$ cat config.mk
export PLATFORM = sky130hd
export DESIGN_NAME = fir_mac_stream_flat
export DESIGN_NICKNAME = d
export VERILOG_FILES = /design/src/rtl/fir_mac_stream_if.sv /design/src/rtl/fir_mac_stream.sv /design/src/flat_wrapper.sv
export SDC_FILE = /design/constraint.sdc
export NUM_CORES = 1
export LEC_CHECK = 0
export CAP_MARGIN = 20
export CORE_MARGIN = 2
export CORE_UTILIZATION = 50
export CTS_BUF_LIST = sky130_fd_sc_hd__clkbuf_16
export CTS_CLUSTER_DIAMETER = 100
export DETAILED_ROUTE_END_ITERATION = 7
export GPL_TIMING_DRIVEN = 0
export PLACE_DENSITY = 0.79
export SLEW_MARGIN = 5
export SYNTH_ARGS = -nofsm -noshare
export SYNTH_HDL_FRONTEND = slang
export SYNTH_SLANG_ARGS = --single-unit
$ cat constraint.sdc
create_clock -name clk -period 2.81 [get_ports clk]
set_input_delay 0.4215 -clock clk [delete_from_list [all_inputs] [get_ports clk]]
set_output_delay 0.4215 -clock clk [all_outputs]
set_load 0.005 [all_outputs]
$ cat src/rtl/fir_mac_stream_if.sv
// fir_mac_stream_if
//   Bundles the sample stream, the coefficient write bus and the result
//   stream of fir_mac_stream. clk and rst_n are not part of the bundle.
//
//   Signals:
//     in_valid    sample strobe; the sample is taken on every edge where it is high
//     in_data     sample value (DATA_WIDTH, unsigned)
//     coef_wr_en  shadow-bank write enable
//     coef_addr   tap index for the shadow write
//     coef_data   coefficient value (COEF_WIDTH, unsigned)
//     coef_commit copy the whole shadow bank into the active bank
//     out_valid   one-cycle result strobe
//     out_data    filtered result (OUT_WIDTH)
//     sat_flag    result was clipped (only when the FIR_SAT_EN macro is defined)
//
//   Modports: master = sample/coefficient source, slave = filter engine.

interface fir_mac_stream_if #(
  parameter int DATA_WIDTH = 4,
  parameter int COEF_WIDTH = 4,
  parameter int TAPS       = 4,
  parameter int OUT_WIDTH  = 10
);
  localparam int AW = $clog2(TAPS);

  logic                  in_valid;
  logic [DATA_WIDTH-1:0] in_data;
  logic                  coef_wr_en;
  logic [AW-1:0]         coef_addr;
  logic [COEF_WIDTH-1:0] coef_data;
  logic                  coef_commit;
  logic                  out_valid;
  logic [OUT_WIDTH-1:0]  out_data;
  logic                  sat_flag;

  modport master (
    output in_valid, in_data, coef_wr_en, coef_addr, coef_data, coef_commit,
    input  out_valid, out_data, sat_flag
  );

  modport slave (
    input  in_valid, in_data, coef_wr_en, coef_addr, coef_data, coef_commit,
    output out_valid, out_data, sat_flag
  );
endinterface

$ cat src/rtl/fir_mac_stream.sv
// fir_mac_stream
//   Streaming direct-form FIR: y = sum c[k] * x[n-k], unsigned operands.
//   The delay line shifts only on accepted samples, so idle cycles do not
//   age the data. Coefficients are written into a shadow bank and copied to
//   the active bank in a single edge by coef_commit. The multiply-accumulate
//   is a 2-stage registered pipeline: products one edge after acceptance,
//   sum one edge later, so out_valid rises after accept edge + 2.
//
//   Ports:
//     clk    clock, all state on the rising edge
//     rst_n  asynchronous active-low reset, clears every register
//     bus    fir_mac_stream_if.slave (sample stream, coefficient bus, result)
//
//   Optional feature (macro FIR_SAT_EN):
//     defined     - results above 2^OUT_WIDTH-1 clip to all ones, sat_flag=1
//     not defined - out_data is the low OUT_WIDTH bits of the sum, sat_flag=0

module fir_mac_stream #(
  parameter int DATA_WIDTH = 4,
  parameter int COEF_WIDTH = 4,
  parameter int TAPS       = 4,
  parameter int ACC_WIDTH  = DATA_WIDTH + COEF_WIDTH + $clog2(TAPS),
  parameter int OUT_WIDTH  = ACC_WIDTH
) (
  input logic             clk,
  input logic             rst_n,
  fir_mac_stream_if.slave bus
);
  localparam int AW = $clog2(TAPS);
  localparam int PW = DATA_WIDTH + COEF_WIDTH;

  // Per-tap views of the delay line and products, collected for the adder.
  logic [DATA_WIDTH-1:0] x_tap    [TAPS];
  logic [PW-1:0]         prod_tap [TAPS];

  // Valid pipe: v0 = sample in delay line, v1 = products ready, out = sum ready.
  logic                  v0_reg;
  logic                  v1_reg;
  logic                  out_valid_reg;
  logic [ACC_WIDTH-1:0]  sum_reg;
  logic [ACC_WIDTH-1:0]  sum_next;

  genvar gi;
  generate
    for (gi = 0; gi < TAPS; gi++) begin : g_tap
      // Each tap decodes its own address; indices >= TAPS match nothing.
      localparam logic [AW-1:0] TAP_ADDR = AW'(gi);

      logic [DATA_WIDTH-1:0] x_reg;
      logic [DATA_WIDTH-1:0] x_src;
      logic [COEF_WIDTH-1:0] shadow_reg;
      logic [COEF_WIDTH-1:0] active_reg;
      logic [PW-1:0]         prod_reg;

      if (gi == 0) begin : g_head
        assign x_src = bus.in_data;
      end else begin : g_body
        assign x_src = x_tap[gi-1];
      end

      always_ff @(posedge clk or negedge rst_n) begin
        if (!rst_n) begin
          x_reg      <= '0;
          shadow_reg <= '0;
          active_reg <= '0;
          prod_reg   <= '0;
        end else begin
          if (bus.in_valid) begin
            x_reg <= x_src;
          end
          if (bus.coef_wr_en && (bus.coef_addr == TAP_ADDR)) begin
            shadow_reg <= bus.coef_data;
          end
          // Commit samples the shadow value from before this edge, so a
          // write on the same edge lands in the shadow bank only.
          if (bus.coef_commit) begin
            active_reg <= shadow_reg;
          end
          // The product for a sample accepted at edge N is formed at N+1
          // with the active bank as it stands after edge N; a commit on the
          // accept edge therefore applies to that sample.
          if (v0_reg) begin
            prod_reg <= PW'(x_reg) * PW'(active_reg);
          end
        end
      end

      assign x_tap[gi]    = x_reg;
      assign prod_tap[gi] = prod_reg;
    end
  endgenerate

  // ACC_WIDTH carries $clog2(TAPS) guard bits, so this sum cannot overflow.
  always_comb begin
    sum_next = '0;
    for (int k = 0; k < TAPS; k++) begin
      sum_next = sum_next + ACC_WIDTH'(prod_tap[k]);
    end
  end

  always_ff @(posedge clk or negedge rst_n) begin
    if (!rst_n) begin
      v0_reg        <= 1'b0;
      v1_reg        <= 1'b0;
      out_valid_reg <= 1'b0;
      sum_reg       <= '0;
    end else begin
      v0_reg        <= bus.in_valid;
      v1_reg        <= v0_reg;
      out_valid_reg <= v1_reg;
      // The sum register only moves with a result, so out_data and sat_flag
      // hold their last value while out_valid is low.
      if (v1_reg) begin
        sum_reg <= sum_next;
      end
    end
  end

  assign bus.out_valid = out_valid_reg;

`ifdef FIR_SAT_EN
  logic over_range;

  generate
    if (OUT_WIDTH < ACC_WIDTH) begin : g_sat
      assign over_range = |sum_reg[ACC_WIDTH-1:OUT_WIDTH];
    end else begin : g_nosat
      assign over_range = 1'b0;
    end
  endgenerate

  assign bus.out_data = over_range ? {OUT_WIDTH{1'b1}} : sum_reg[OUT_WIDTH-1:0];
  assign bus.sat_flag = over_range;
`else
  assign bus.out_data = sum_reg[OUT_WIDTH-1:0];
  assign bus.sat_flag = 1'b0;
`endif

endmodule

$ cat src/flat_wrapper.sv
// flat-port wrapper written by rule: the top's interface ports become plain ports
module fir_mac_stream_flat 
#(
  parameter int DATA_WIDTH = 4,
  parameter int COEF_WIDTH = 4,
  parameter int TAPS       = 4,
  parameter int ACC_WIDTH  = DATA_WIDTH + COEF_WIDTH + $clog2(TAPS),
  parameter int OUT_WIDTH  = ACC_WIDTH
)
  (clk, rst_n, bus_in_valid, bus_in_data, bus_coef_wr_en, bus_coef_addr, bus_coef_data, bus_coef_commit, bus_out_valid, bus_out_data, bus_sat_flag);
  fir_mac_stream_if #(.DATA_WIDTH(DATA_WIDTH), .COEF_WIDTH(COEF_WIDTH), .TAPS(TAPS), .OUT_WIDTH(OUT_WIDTH)) bus_i ();
  input logic clk;
  input logic rst_n;
  input wire logic [$bits(bus_i.in_valid)-1:0] bus_in_valid;
  input wire logic [$bits(bus_i.in_data)-1:0] bus_in_data;
  input wire logic [$bits(bus_i.coef_wr_en)-1:0] bus_coef_wr_en;
  input wire logic [$bits(bus_i.coef_addr)-1:0] bus_coef_addr;
  input wire logic [$bits(bus_i.coef_data)-1:0] bus_coef_data;
  input wire logic [$bits(bus_i.coef_commit)-1:0] bus_coef_commit;
  output wire logic [$bits(bus_i.out_valid)-1:0] bus_out_valid;
  output wire logic [$bits(bus_i.out_data)-1:0] bus_out_data;
  output wire logic [$bits(bus_i.sat_flag)-1:0] bus_sat_flag;
  assign bus_i.in_valid = bus_in_valid;
  assign bus_i.in_data = bus_in_data;
  assign bus_i.coef_wr_en = bus_coef_wr_en;
  assign bus_i.coef_addr = bus_coef_addr;
  assign bus_i.coef_data = bus_coef_data;
  assign bus_i.coef_commit = bus_coef_commit;
  assign bus_out_valid = bus_i.out_valid;
  assign bus_out_data = bus_i.out_data;
  assign bus_sat_flag = bus_i.sat_flag;
  fir_mac_stream #(.DATA_WIDTH(DATA_WIDTH), .COEF_WIDTH(COEF_WIDTH), .TAPS(TAPS), .ACC_WIDTH(ACC_WIDTH), .OUT_WIDTH(OUT_WIDTH)) u_core (.clk(clk), .rst_n(rst_n), .bus(bus_i));
endmodule
# ---- Word-level counts from Yosys, hierarchy flattened
# Cells that the tools add are included.
dict set report classes {
  addsub 3
  multipliers 4
  div 0
  magnitude_cmp 0
  n_eq_ne 3
  shift 0
  n_mux 0
  bitwise_logic 0
  n_reduce_logical 5
}
# cell n
set ops {}
lappend ops {{multiplier 4 x 4 -> 8 bit} 4}
lappend ops {{adder 10 x 8 -> 10 bit} 2}
lappend ops {{adder 8 x 8 -> 9 bit} 1}
lappend ops {{equality test 2 bit, second input constant} 2}
lappend ops {{logical AND 1 bit} 4}
lappend ops {{equality test 2 x 1 -> 1 bit, second input constant} 1}
lappend ops {{zero test 2 bit} 1}
dict set report word_totals {
  register_bits 93
  latchBits 0
  mem_bits_rw 0
  mem_bits_ro 0
  out_inout_bits 12
  word_cells 35
  mem_count 0
}

# ---- Longest topological paths before layout
dict set report logic_depth {
  depth_word 3
  ltp_mapped 15
  ltp_nobuf 14
}

# ---- Least setup slack after synthesis
# OpenSTA, ideal clock, no wires.
dict set report synth_path {
  path_kind {register to register}
  from {register u_core.g_tap[1].prod_reg[0]}
  to {register u_core.sum_reg[7], in the netlist u_core.bus.out_data[7]}
  arrival_ps 2961
  required_time_ps 2723
  slack_ps -237
  path_stages_with_launch 14
  n_path_buf 0
  path_cell_list {dfrtp_1 ha_1 inv_1 fa_1 nor2b_1 o21ai_0 a21o_1 fa_1 inv_1 ha_1 o21a_1 o31a_1 or4_1 o211ai_1}
}
dict set report synth_between {
  elab_chain_len 3
}
# item line_no
set synth_lines {}
lappend synth_lines {{start: declaration} fir_mac_stream.sv:53} ;# logic [PW-1:0] prod_reg;
lappend synth_lines {{start signal: assignment} fir_mac_stream.sv:83} ;# prod_reg <= PW'(x_reg) * PW'(active_reg);
lappend synth_lines {{adder 8 x 8 -> 9 bit} fir_mac_stream.sv:97} ;# sum_next = sum_next + ACC_WIDTH'(prod_tap[k]);
lappend synth_lines {{adder 10 x 8 -> 10 bit (2 in series)} fir_mac_stream.sv:97}
lappend synth_lines {{end signal: assignment} fir_mac_stream.sv:114} ;# sum_reg <= sum_next;
lappend synth_lines {{end: declaration} fir_mac_stream.sv:40} ;# logic [ACC_WIDTH-1:0] sum_reg;
# No other way between the ends.
# A chain may end at the register's enable or synchronous reset.

# ---- Worst setup path after layout
# Ends and elaborated chain as after synthesis.

==> results.toml <==
[run_status]
status = "finished, violations left"
violations = "negative setup slack"

[clock_network]
clock_latency_ns = 0.35
htree_levels = 3
cts_buffer_depth = 2
cts_tree = "done"
cts_sinks = 93
postCtsHoldBufs = 0
root_buffer = "clkbuf_16"
numCtsBuffers = 9
cts.clk_slew.worst_paths_ns = 0.07

[grt]
grt_pass1_wl_mm = 21.3
grt_max_degree = 51
track_usage_pct = 20.7
antenna_found_initial = 0
first_global_vias = 4544
grt_overflow = 0

[synth]
yosysSeqAreaShare_pct = 38.1
ys.flop_type = "dfrtp_1"
synth_area_um2 = 6110
synthCells = 575
yosysUniqueCellTypes = 40
synth.avg_cell_area_um2 = 10.6
syn_nets = 680
synthArstFlopShare_pct = 100
yosys-top-cells-area = "dfrtp_1 (38%), ha_1 (13%), mux2_2 (11%), fa_1 (8.5%), inv_1 (4.2%)"
ys_seq_elements = 93
ys_warn_count = 0
synth-edff-count = 0
synth_top_area_share_pct = 38.1
yosysTopAreaCell = "dfrtp_1"

[sta]
hold_violations = 0
period_needed_ns = 3.18
worst_slack_ns = -0.368
fin_skew_ns = 0.00803
post-route-period-util_pct = 113
fmax_mhz = 315
finalSetupViolCount = 6
slew_violations = 0
worst_slew_pin_slew_ns = 0.657
worst_slew_margin_rel_pct = 56.2
rsz0062_at_grt = "yes"

[cells_and_area]
drive_gt1_share_pct = 25.6
layout.nets = 749
diodes = 0
largest_register_ffs = 32
layout.cell_area.non_filler_um2 = 7390
fill_cells = 889
areaGrowthSynthToFinish_pct = 20.9

[floorplanning]
die-width_um = 115
fp.coreArea_um2 = 12000
num_io_pins = 27
dieArea_um2 = 13100
initial_core_util_pct = 51.1
die_y_um = 115
rows = 40

[critical_path]
reg2reg_depth = 13
startpoint_type = "flip-flop"
reg2reg_slack_ns = -0.37
worstSetupPathType = "reg2reg"
critPathMaxFanout = 4
cp.arrival_ns = 3.45
cp.required_ns = 3.08
cp-end-kind = "flip-flop"

[pwr]
powerDensity_nw_per_um2 = 1300
ir_worst_vdd_v = 0.000821
power_leakage_nw = 3.50
power_mw = 9.60

[hold_path]
hold_path_class = "in2async"

[routing]
avgRoutedWirePerCell_um = 16.5
finalWirelength_mm = 13.1
dr.pass1.iters = 4
drt_iter0_drc = 215
ant_nets = 0
drc = 0
vias = 4383
vias_per_cell = 5.51

[place]
portBuffers = 24
gp_congestion = 0.820
dpl-instance-area_um2 = 6610
dpl.hpwl_mm = 9.43

[job]
drv_cap = 0
[critical path: stages (launching register included)]
cell and delay (ns):
dfrtp_1 0.41, ha_4 0.17, inv_2 0.04, fa_2 0.35, nor2b_2 0.16, o31a_1 0.29, a21o_1 0.13, fa_1 0.42
inv_2 0.08, ha_4 0.21, o21a_1 0.19, o31a_1 0.14, or4_1 0.41, o211ai_1 0.09
[final timing paths]
path	startpoint	end
max	u_core.g_tap[1].prod_reg[0]	u_core.bus.out_data[7]
min	rst_n	u_core.bus.out_valid
max reg2reg	u_core.g_tap[1].prod_reg[0]	u_core.bus.out_data[7]
min reg2reg	u_core.v0_reg	u_core.v1_reg
max in group asynchronous	rst_n	u_core.g_tap[0].active_reg[3]
min in group clk	u_core.v0_reg	u_core.v1_reg
[repair_timing]
action,4_1_cts,5_1_grt
buffers inserted,27,7
gates resized for setup,25,24
pin swaps,14,22
setup endpoints to repair,14,15
[logic make-up (layout without fill, tap and decap cells)]
family	Yosys count	after routing	share of synthesized area (%)
compound gates	98	98	10.0
xor+xnor	14	14	2.01
fa+ha+maj	90	90	21.6
buf+inv	83	157	5.26
flops	93	93	38.1
mux	66	66	12.0
other cells	1	1	0.0613
simple gates	130	130	10.9
[power breakdown]
group          leakage [nW]  switching (mW)  total, mW  internal [mW]
Clock                 0.163           0.552       1.35          0.793
Sequential             1.11           0.244       2.00           1.76
Combinational          2.23            3.15       6.25           3.10
[cell usage after synthesis (all sizes together) (3+ instances only)]
cell type / instances
dfrtp: 93
inv: 68
ha: 64
mux2: 59
nand2: 43
and2: 32
o21ai: 28
fa: 26
a21oi: 23
nor2: 23
a21o: 12
nand3: 9
a211oi: 8
clkbuf: 8
buf: 7
mux2i: 7
xnor2: 7
xor2: 7
nand3b: 6
nor2b: 5
nor3b: 5
o21a: 5
o22ai: 5
o211ai: 4
o311ai: 3
o31ai: 3
[cell usage in the layout (no fill, tap or decap), drive strengths merged, types with 3 or more instances in the layout]
cell / count
mux2i: 7
nand2: 43
a21oi: 23
and2: 32
xor2: 7
nor3b: 5
xnor2: 7
o21ai: 28
o311ai: 3
o211ai: 4
nand3: 9
nand3b: 6
clkdlybuf4s50: 23
o31ai: 3
o21a: 5
clkbuf: 16
ha: 64
nor2b: 5
clkinv: 3
mux2: 59
a211oi: 8
dfrtp: 93
inv: 70
o22ai: 5
fa: 26
buf: 43
nor2: 23
a21o: 12
[cell type report]
type	instances	area, um^2	area share, %
Buffer	14	62.6	0.846
Clock buffer	9	225	3.05
Clock inverter	7	108	1.46
Inverter	68	255	3.45
Multi-Input combinational cell	399	3700	50.1
Sequential cell	93	2330	31.6
Tap cell	147	184	2.49
Timing Repair Buffer	59	520	7.04
[layer usage]
metal / track usage [%] / routed length [um]
met2: 37.5 / 6830
met4: 6.50 / 226
met3: 3.60 / 365
met5: 0 / 0
met1: 25.1 / 5680
[metrics by stage]
| stage | setup TNS, ns | hold WS [ns] | utilization, % | setup slack (ns) | instances |
|---|---|---|---|---|---|
| 2_1_floorplan | -0.188 | 0.126 | - | -0.119 | 575 |
| 3_3_place_gp | -179.54 | 0.393 | 55.1 | -1.92 | 746 |
| 3_5_place_dp | -2.45 | 0.403 | 55.3 | -0.394 | 747 |
| 4_1_cts | -1.33 | 0.0937 | 60.4 | -0.321 | 789 |
| 5_1_grt | -2.47 | 0.126 | 61.8 | -0.492 | 796 |
| 6_report | -1.70 | 0.0626 | 61.8 | -0.368 | 796 |
No activity file was read; power rests on OpenSTA's default activity.
